### src/rtl/imm_narrow_packer.sv
// Narrows a 64-bit signed value into a signed WIDTH-bit field behind a 2-entry valid/ready buffer.
// Optional build macro IMM_NARROW_SAT_EN: saturate out-of-range values instead of truncating.
module imm_narrow_packer #(
    parameter int WIDTH = 9,
    parameter int CNT_W = 16
) (
    input  logic             clk,
    input  logic             reset,
    input  logic             in_valid,
    output logic             in_ready,
    input  logic [63:0]      in_data,
    output logic             out_valid,
    input  logic             out_ready,
    output logic [WIDTH-1:0] out_field,
    output logic             out_ovf,
    output logic [CNT_W-1:0] ovf_count
);

    // Returns {ovf, field}; a value fits when every bit above the field's sign bit matches it.
    function automatic logic [WIDTH:0] narrow(input logic [63:0] v);
        logic             fits;
        logic [WIDTH-1:0] f;
        fits = (&v[63:WIDTH-1]) | ~(|v[63:WIDTH-1]);
`ifdef IMM_NARROW_SAT_EN
        if (fits) begin
            f = v[WIDTH-1:0];
        end else if (v[63]) begin
            f = {1'b1, {(WIDTH-1){1'b0}}};
        end else begin
            f = {1'b0, {(WIDTH-1){1'b1}}};
        end
`else
        f = v[WIDTH-1:0];
`endif
        return {~fits, f};
    endfunction

    logic [WIDTH:0]   entry_r [2];
    logic             rd_ptr_r;
    logic             wr_ptr_r;
    logic [1:0]       count_r;
    logic [CNT_W-1:0] ovf_count_r;
    logic             push_s;
    logic             pop_s;
    logic [WIDTH:0]   packed_s;
    logic [WIDTH:0]   head_s;

    // Handshake decode and head selection; outputs read as zero while the buffer is empty.
    always_comb begin
        in_ready  = (count_r != 2'd2);
        out_valid = (count_r != 2'd0);
        push_s    = in_valid & in_ready;
        pop_s     = out_valid & out_ready;
        packed_s  = narrow(in_data);
        head_s    = entry_r[rd_ptr_r];
        if (out_valid) begin
            out_field = head_s[WIDTH-1:0];
            out_ovf   = head_s[WIDTH];
        end else begin
            out_field = {WIDTH{1'b0}};
            out_ovf   = 1'b0;
        end
        ovf_count = ovf_count_r;
    end

    // Buffer storage, pointers and occupancy.
    always_ff @(posedge clk or posedge reset) begin
        if (reset) begin
            entry_r[0] <= {(WIDTH+1){1'b0}};
            entry_r[1] <= {(WIDTH+1){1'b0}};
            rd_ptr_r   <= 1'b0;
            wr_ptr_r   <= 1'b0;
            count_r    <= 2'd0;
        end else begin
            if (push_s) begin
                entry_r[wr_ptr_r] <= packed_s;
                wr_ptr_r          <= ~wr_ptr_r;
            end
            if (pop_s) begin
                rd_ptr_r <= ~rd_ptr_r;
            end
            case ({push_s, pop_s})
                2'b10:   count_r <= count_r + 2'd1;
                2'b01:   count_r <= count_r - 2'd1;
                default: count_r <= count_r;
            endcase
        end
    end

    // Saturating count of accepted out-of-range values.
    always_ff @(posedge clk or posedge reset) begin
        if (reset) begin
            ovf_count_r <= {CNT_W{1'b0}};
        end else if (push_s && packed_s[WIDTH] && (ovf_count_r != {CNT_W{1'b1}})) begin
            ovf_count_r <= ovf_count_r + {{(CNT_W-1){1'b0}}, 1'b1};
        end
    end

endmodule

### config.mk
export PLATFORM = sky130hd
export DESIGN_NAME = imm_narrow_packer
export DESIGN_NICKNAME = d
export VERILOG_FILES = /design/src/rtl/imm_narrow_packer.sv
export SDC_FILE = /design/constraint.sdc
export NUM_CORES = 1
export LEC_CHECK = 0
export ABC_CLOCK_PERIOD_IN_PS = 2840
export BUFFER_PORTS_ARGS = -buffer_cell sky130_fd_sc_hd__buf_2
export CORE_MARGIN = 2
export CORE_UTILIZATION = 25
export CTS_BUF_LIST = sky130_fd_sc_hd__clkbuf_8 sky130_fd_sc_hd__clkbuf_16
export DETAILED_ROUTE_END_ITERATION = 7
export GPL_TIMING_DRIVEN = 0
export PLACE_DENSITY = 0.6
export SLEW_MARGIN = 40
export SYNTH_ARGS = -nofsm -noshare
export SYNTH_HDL_FRONTEND = slang
export SYNTH_SLANG_ARGS = --single-unit
export TNS_END_PERCENT = 50
### constraint.sdc
create_clock -name clk -period 2.84 [get_ports clk]
set_clock_uncertainty 0.2 [all_clocks]
set_input_delay 0.284 -clock clk [delete_from_list [all_inputs] [get_ports clk]]
set_output_delay 0.284 -clock clk [all_outputs]
set_load 0.005 [all_outputs]
* Yosys cells after proc, flatten, opt, wreduce, memory -nomap -nowiden
Index checks and enable logic that the tools add are counted.
Storage, ports and cells: register bits after elaboration 40, word-level logic and storage cells 41, bits of input ports 68
Operators by class: bitwise gates (word level) 9, equality and inequality tests 4, multiplexer cells 9, reduce and logical (&&, ||, !) cells 7, add/sub/neg operators 3, magnitude comparators 3
Operator list (count):
- 56-bit AND reduction | 1
- 56-bit OR reduction | 1
- 10-bit two-way mux | 4
- 20-bit bitwise mux | 1
- 16-bit by 1-bit adder with 16-bit output (second input constant) | 1
- 16-bit inequality test (second input constant) | 1
- 10-bit demux with 1-bit select | 1
- 9-bit two-way mux | 1
- 2-bit greater-or-equal comparator (second input constant) | 2
- 1-bit NOT | 4
- 1-bit NOT with 2-bit output | 2
- 2-bit case mux with 2 select lines | 1
- 2-bit nonzero test | 2
- 1-bit logical AND | 3
- 2-bit by 1-bit adder with 2-bit output (second input constant) | 1
- 1-bit AND | 2
- 2-bit by 1-bit == test with 1-bit output (second input constant) | 1
- 2-bit == test (second input constant) | 1
- 2-bit by 1-bit less-than comparator with 1-bit output (second input constant) | 1
- 2-bit inequality test (second input constant) | 1
- 2-bit by 1-bit subtractor with 2-bit output (second input constant) | 1
- 1-bit two-way mux | 1
- 1-bit bitwise OR | 1

* Longest topological paths before layout
depth after elaboration 6, gate-level depth with buffers 8, gate-level depth less buffers 7

* Least setup slack after synthesis
No wires, ideal clock.
path kind register to register, from register ovf_count_r[0] (netlist: ovf_count[0]), to register ovf_count_r[1] (netlist: ovf_count[1]), data arrival time 1.812 ns, slack 0.703 ns, stages on the path, launching flop included 7, required time 2.515 ns, clock period less this slack 2.137 ns, path through dfrtp_1 -> ha_1 -> nand3_1 -> nor4_2 -> a31oi_2 -> nand2_1 -> mux2_2
Between the ends: longest elaborated chain between the ends 2, elaborated cells between the ends (all ways) 3, those cells by class add/sub (1); eq/ne (1); reduce/logical (1)
Ends and longest elaborated chain:
- start, declared | RTL line 42 | logic [CNT_W-1:0] ovf_count_r;
- start signal, assigned | RTL line 93 | ovf_count_r <= {CNT_W{1'b0}};
- start signal, assigned | RTL line 95 | ovf_count_r <= ovf_count_r + {{(CNT_W-1){1'b0}}, 1'b1};
- branches (longest 2 deep; another with 16-bit by 1-bit adder with 16-bit output)
Several ways; the timed one is not identified. A chain may end at the register's enable or synchronous reset.

* Final worst setup path
Ends and elaborated chain as after synthesis.

==> qor_table.md <==
| Step | Metric | Value |
|---|---|---|
| status | Outcome | finished, final reports clean |
| synthesis | Synthesized Nets | 271 |
| place | Global placement routability congestion | 0.7526 |
| worst setup path | Critical Path Sink Type | register |
| timing | Worst slew pin tran | 0.7814 ns |
| floorplan | Die area | 9288 sq um |
| synthesis | Netlist area before placement | 2133 sq um |
| timing | Post-Route Setup TNS | 0 ns |
| synthesis | Synthesized-area fraction occupied by ao, oa, aoi and oai cells | 1.877% |
| grt | Pin count of the biggest net entering global routing | 41 |
| floorplan | Die boundary width | 96.38 um |
| timing | Part of the cycle the worst path needs | 85.21% |
| final layout | Area delta synth->final | 34.25% |
| synthesis | Distinct cell type count after synthesis | 27 |
| grt | Vias in the first global route | 1788 |
| power | Static leakage power | 1.303 nW |
| timing | Final count of negative-setup-slack endpoints | 0 |
| worst setup path | Type of the worst setup path | reg -> reg |
| grt | Leftover overflow at the end of global routing | 0 |
| synthesis | Flip-flop and latch count after synthesis | 40 |
| timing | Relative slew slack | 47.91% |
| final layout | Number of inserted filler cells in the final layout | 875 |
| synthesis | Post-synthesis xor/xnor area fraction | 6.979% |
| final layout | Net total in the final layout | 374 |
| synthesis | Avg Synthesized Cell Area | 10.61 sq um |
| timing | Setup repair after global routing missed its margin | no |
| routing | Count of unresolved DRC violations after routing | 0 |
| synthesis | Multiplexer share of the synthesized area | 16.25% |
| final layout | Share of cells above drive strength 1 | 43.28% |
| synthesis | Adder-cell share of the synthesized area | 1.173% |
| cts | H-tree depth | 2 |
| cts | Post-CTS Repair Setup Buffers | 0 |
| routing | Average via count per standard cell | 4.773 |
| cts | Total CTS buffers | 5 |
| synthesis | Ys Warns | 0 |
| grt | Overall track demand over capacity in global routing | 11.53% |
| power | Ratio of total power to cell area | 789.7 nW/um^2 |
| grt | First-pass GRT wire length | 8211 um |
| timing | Post-layout min period | 2.420 ns |
| worst setup path | Startpoint kind of the worst setup timing path | register |
| min path | Type of the worst min-delay path | in -> reg |
| synthesis | Dominant combinational cell family by area after synthesis | simple AND/OR/NAND/NOR gates |
| final layout | Multi-input gate area in the final layout | 1081 sq um |
| floorplan | Height of the die | 96.38 um |
| cts | Clock tree sinks | 40 |
| synthesis | Sequential cell area fraction in the yosys report | 46.92% |
| floorplan | Starting Density | 25.83% |
| timing | Hold Vio Cnt, Final | 0 |
| final layout | Count of inserted antenna diode cells | 0 |
| floorplan | Cell Rows | 33 |
| timing | Setup slack of the critical path after layout | 0.4202 ns |
| floorplan | Number of top-level pins | 96 |
| final layout | Total area of sequential cells | 1001 sq um |
| worst setup path | CP max FO | 7 |
| routing | 1st-iter DRT viols | 64 |
| cts | CTS root buffer | clkbuf_8 |
| worst setup path | Data arrival, critical path | 2.40 ns |
| cts | Maximum buffer depth of the clock tree | 2 |
| timing | Maximum achievable frequency | 413.3 MHz |
| worst setup path | Setup slack, reg-to-reg | 0.42 ns |
| place | Port Buffer Count | 95 |
| routing | Final wirelength | 5144 um |
| place | Dpl hpwl | 4004 um |
| routing | Vias post-DR | 1957 |
| synthesis | Count of mapped cells out of synthesis | 201 |
| routing | Routed length per placed instance | 12.55 um |
| final layout | Commonest cells after routing, fill and taps aside | buf_2 (97), dfrtp_1 (40), nand4_1 (22) |
| routing | Number of nets still failing antenna checks after routing | 0 |
| routing | Router iterations before antenna repair | 4 |
| place | Setup Slack @ Placement | 0.4152 ns |
| grt | Number of antenna violations at the first check in global routing | 0 |
| cts | Clock transition at the registers of the reported paths | 0.08 ns |
| timing | Final Max Slew Viols | 0 |
| worst setup path | Required time at the worst-slack endpoint | 2.82 ns |
| synthesis | Simple-gate share of the synthesized area | 24.40% |
| run | Number of max-cap violations | 0 |
| floorplan | Floorplan Core Area | 8258 sq um |
| final layout | Most common library cell in the layout ignoring fill and taps | buf_2 |
| cts | Clock tree from TritonCTS | built |
| cts | Clock insertion delay at the later pin of the skew report | 0.29 ns |
| power | VDD IR-drop max | 0.2767 mV |
[per-layer routing]
metal  up-vias  wire [um]  track usage, %
met4         0         87           4.225
met3         7        353           2.172
li1        954          -               -
met5         -          0               0
met2        81       2601           20.14
met1       915       2101           14.13
[final cells by class]
| cell class | count | area share [%] |
|---|---|---|
| sequential | 40 | 34.95 |
| inverter | 6 | 0.8737 |
| tap | 105 | 4.587 |
| buffer | 5 | 1.005 |
| timing repair buffer | 96 | 16.95 |
| clock inverter | 3 | 1.485 |
| clock buffer | 5 | 2.403 |
| multi-input combinational | 150 | 37.75 |
[cell families (layout without fill, tap and decap cells)]
kind of cell,count (synthesis),in the layout
xor+xnor,17,17
fa+ha+maj,2,2
buf+inv,11,115
simple gates,95,95
compound gates,4,4
flops,40,40
mux,32,32
[worst max-delay path: stages, from the launching register on]
cell     delay (ns)
dfrtp_1        0.43
ha_1           0.20
nand3_1        0.14
nor4_2         0.53
a31oi_2        0.29
nand2_1        0.18
mux2_2         0.34
[sequential cells by signal, indices dropped and copies added (netlist names)]
register,flops
wr_ptr_r,1
rd_ptr_r,1
entry_r,20
ovf_count,16
count_r,2
[through the flow]
| stage | cells | utilization, % | area, sq um | hold slack (ns) | power [mW] |
|---|---|---|---|---|---|
| floorplan | 201 | - | 2133 | 0.2346 | 1.483 |
| global placement | 401 | 33.18 | 2740 | 0.2722 | 1.802 |
| detailed placement | 401 | 33.21 | 2743 | 0.1623 | 1.826 |
| CTS | 410 | 34.68 | 2864 | 0.02164 | 2.299 |
| global route | 410 | 34.68 | 2864 | 0.02039 | 2.448 |
| finish | 410 | 34.68 | 2864 | 0.03110 | 2.262 |
[Yosys cell counts, drive strengths merged]
cell / count / area, sq um
nand2: 10 / 37.54
nand4: 22 / 137.6
nand2b: 2 / 12.51
mux2i: 11 / 110.1
xor2: 2 / 17.52
buf: 4 / 25.02
nor3: 3 / 20.02
nor2b: 2 / 12.51
mux2: 21 / 236.5
a41oi: 1 / 8.760
dfrtp: 40 / 1001
clkbuf: 1 / 3.750
and2: 3 / 18.77
a31oi: 3 / 31.28
or4: 1 / 7.510
xnor2: 15 / 131.4
and3: 4 / 25.02
inv: 6 / 22.52
nor2: 17 / 63.81
ha: 2 / 25.02
nand3: 12 / 60.06
nor4: 19 / 125.1
[power breakdown]
group	leakage [nW]	internal [mW]	switching, mW
logic	0.765	0.483	0.407
registers	0.484	0.776	0.134
clock network	0.0541	0.260	0.202
total	1.30	1.52	0.743
[final timing paths]
check	start	cells after the start	end
min in group asynchronous	reset	3	entry_r[5]
setup / recovery	ovf_count[0]	6	ovf_count[1]
max in group asynchronous	reset	3	count_r[0]
hold / removal	in_data[0]	2	entry_r[0]
setup reg to reg	ovf_count[0]	6	ovf_count[1]
hold reg to reg	ovf_count[7]	1	ovf_count[7]
[timing repair]
item | 4_1_cts | 5_1_grt
hold endpoints to repair | 40 | 0
gates resized for setup | 0 | 0
hold buffers | 1 | 0
Note: power is estimated with default switching activity, not from simulation.
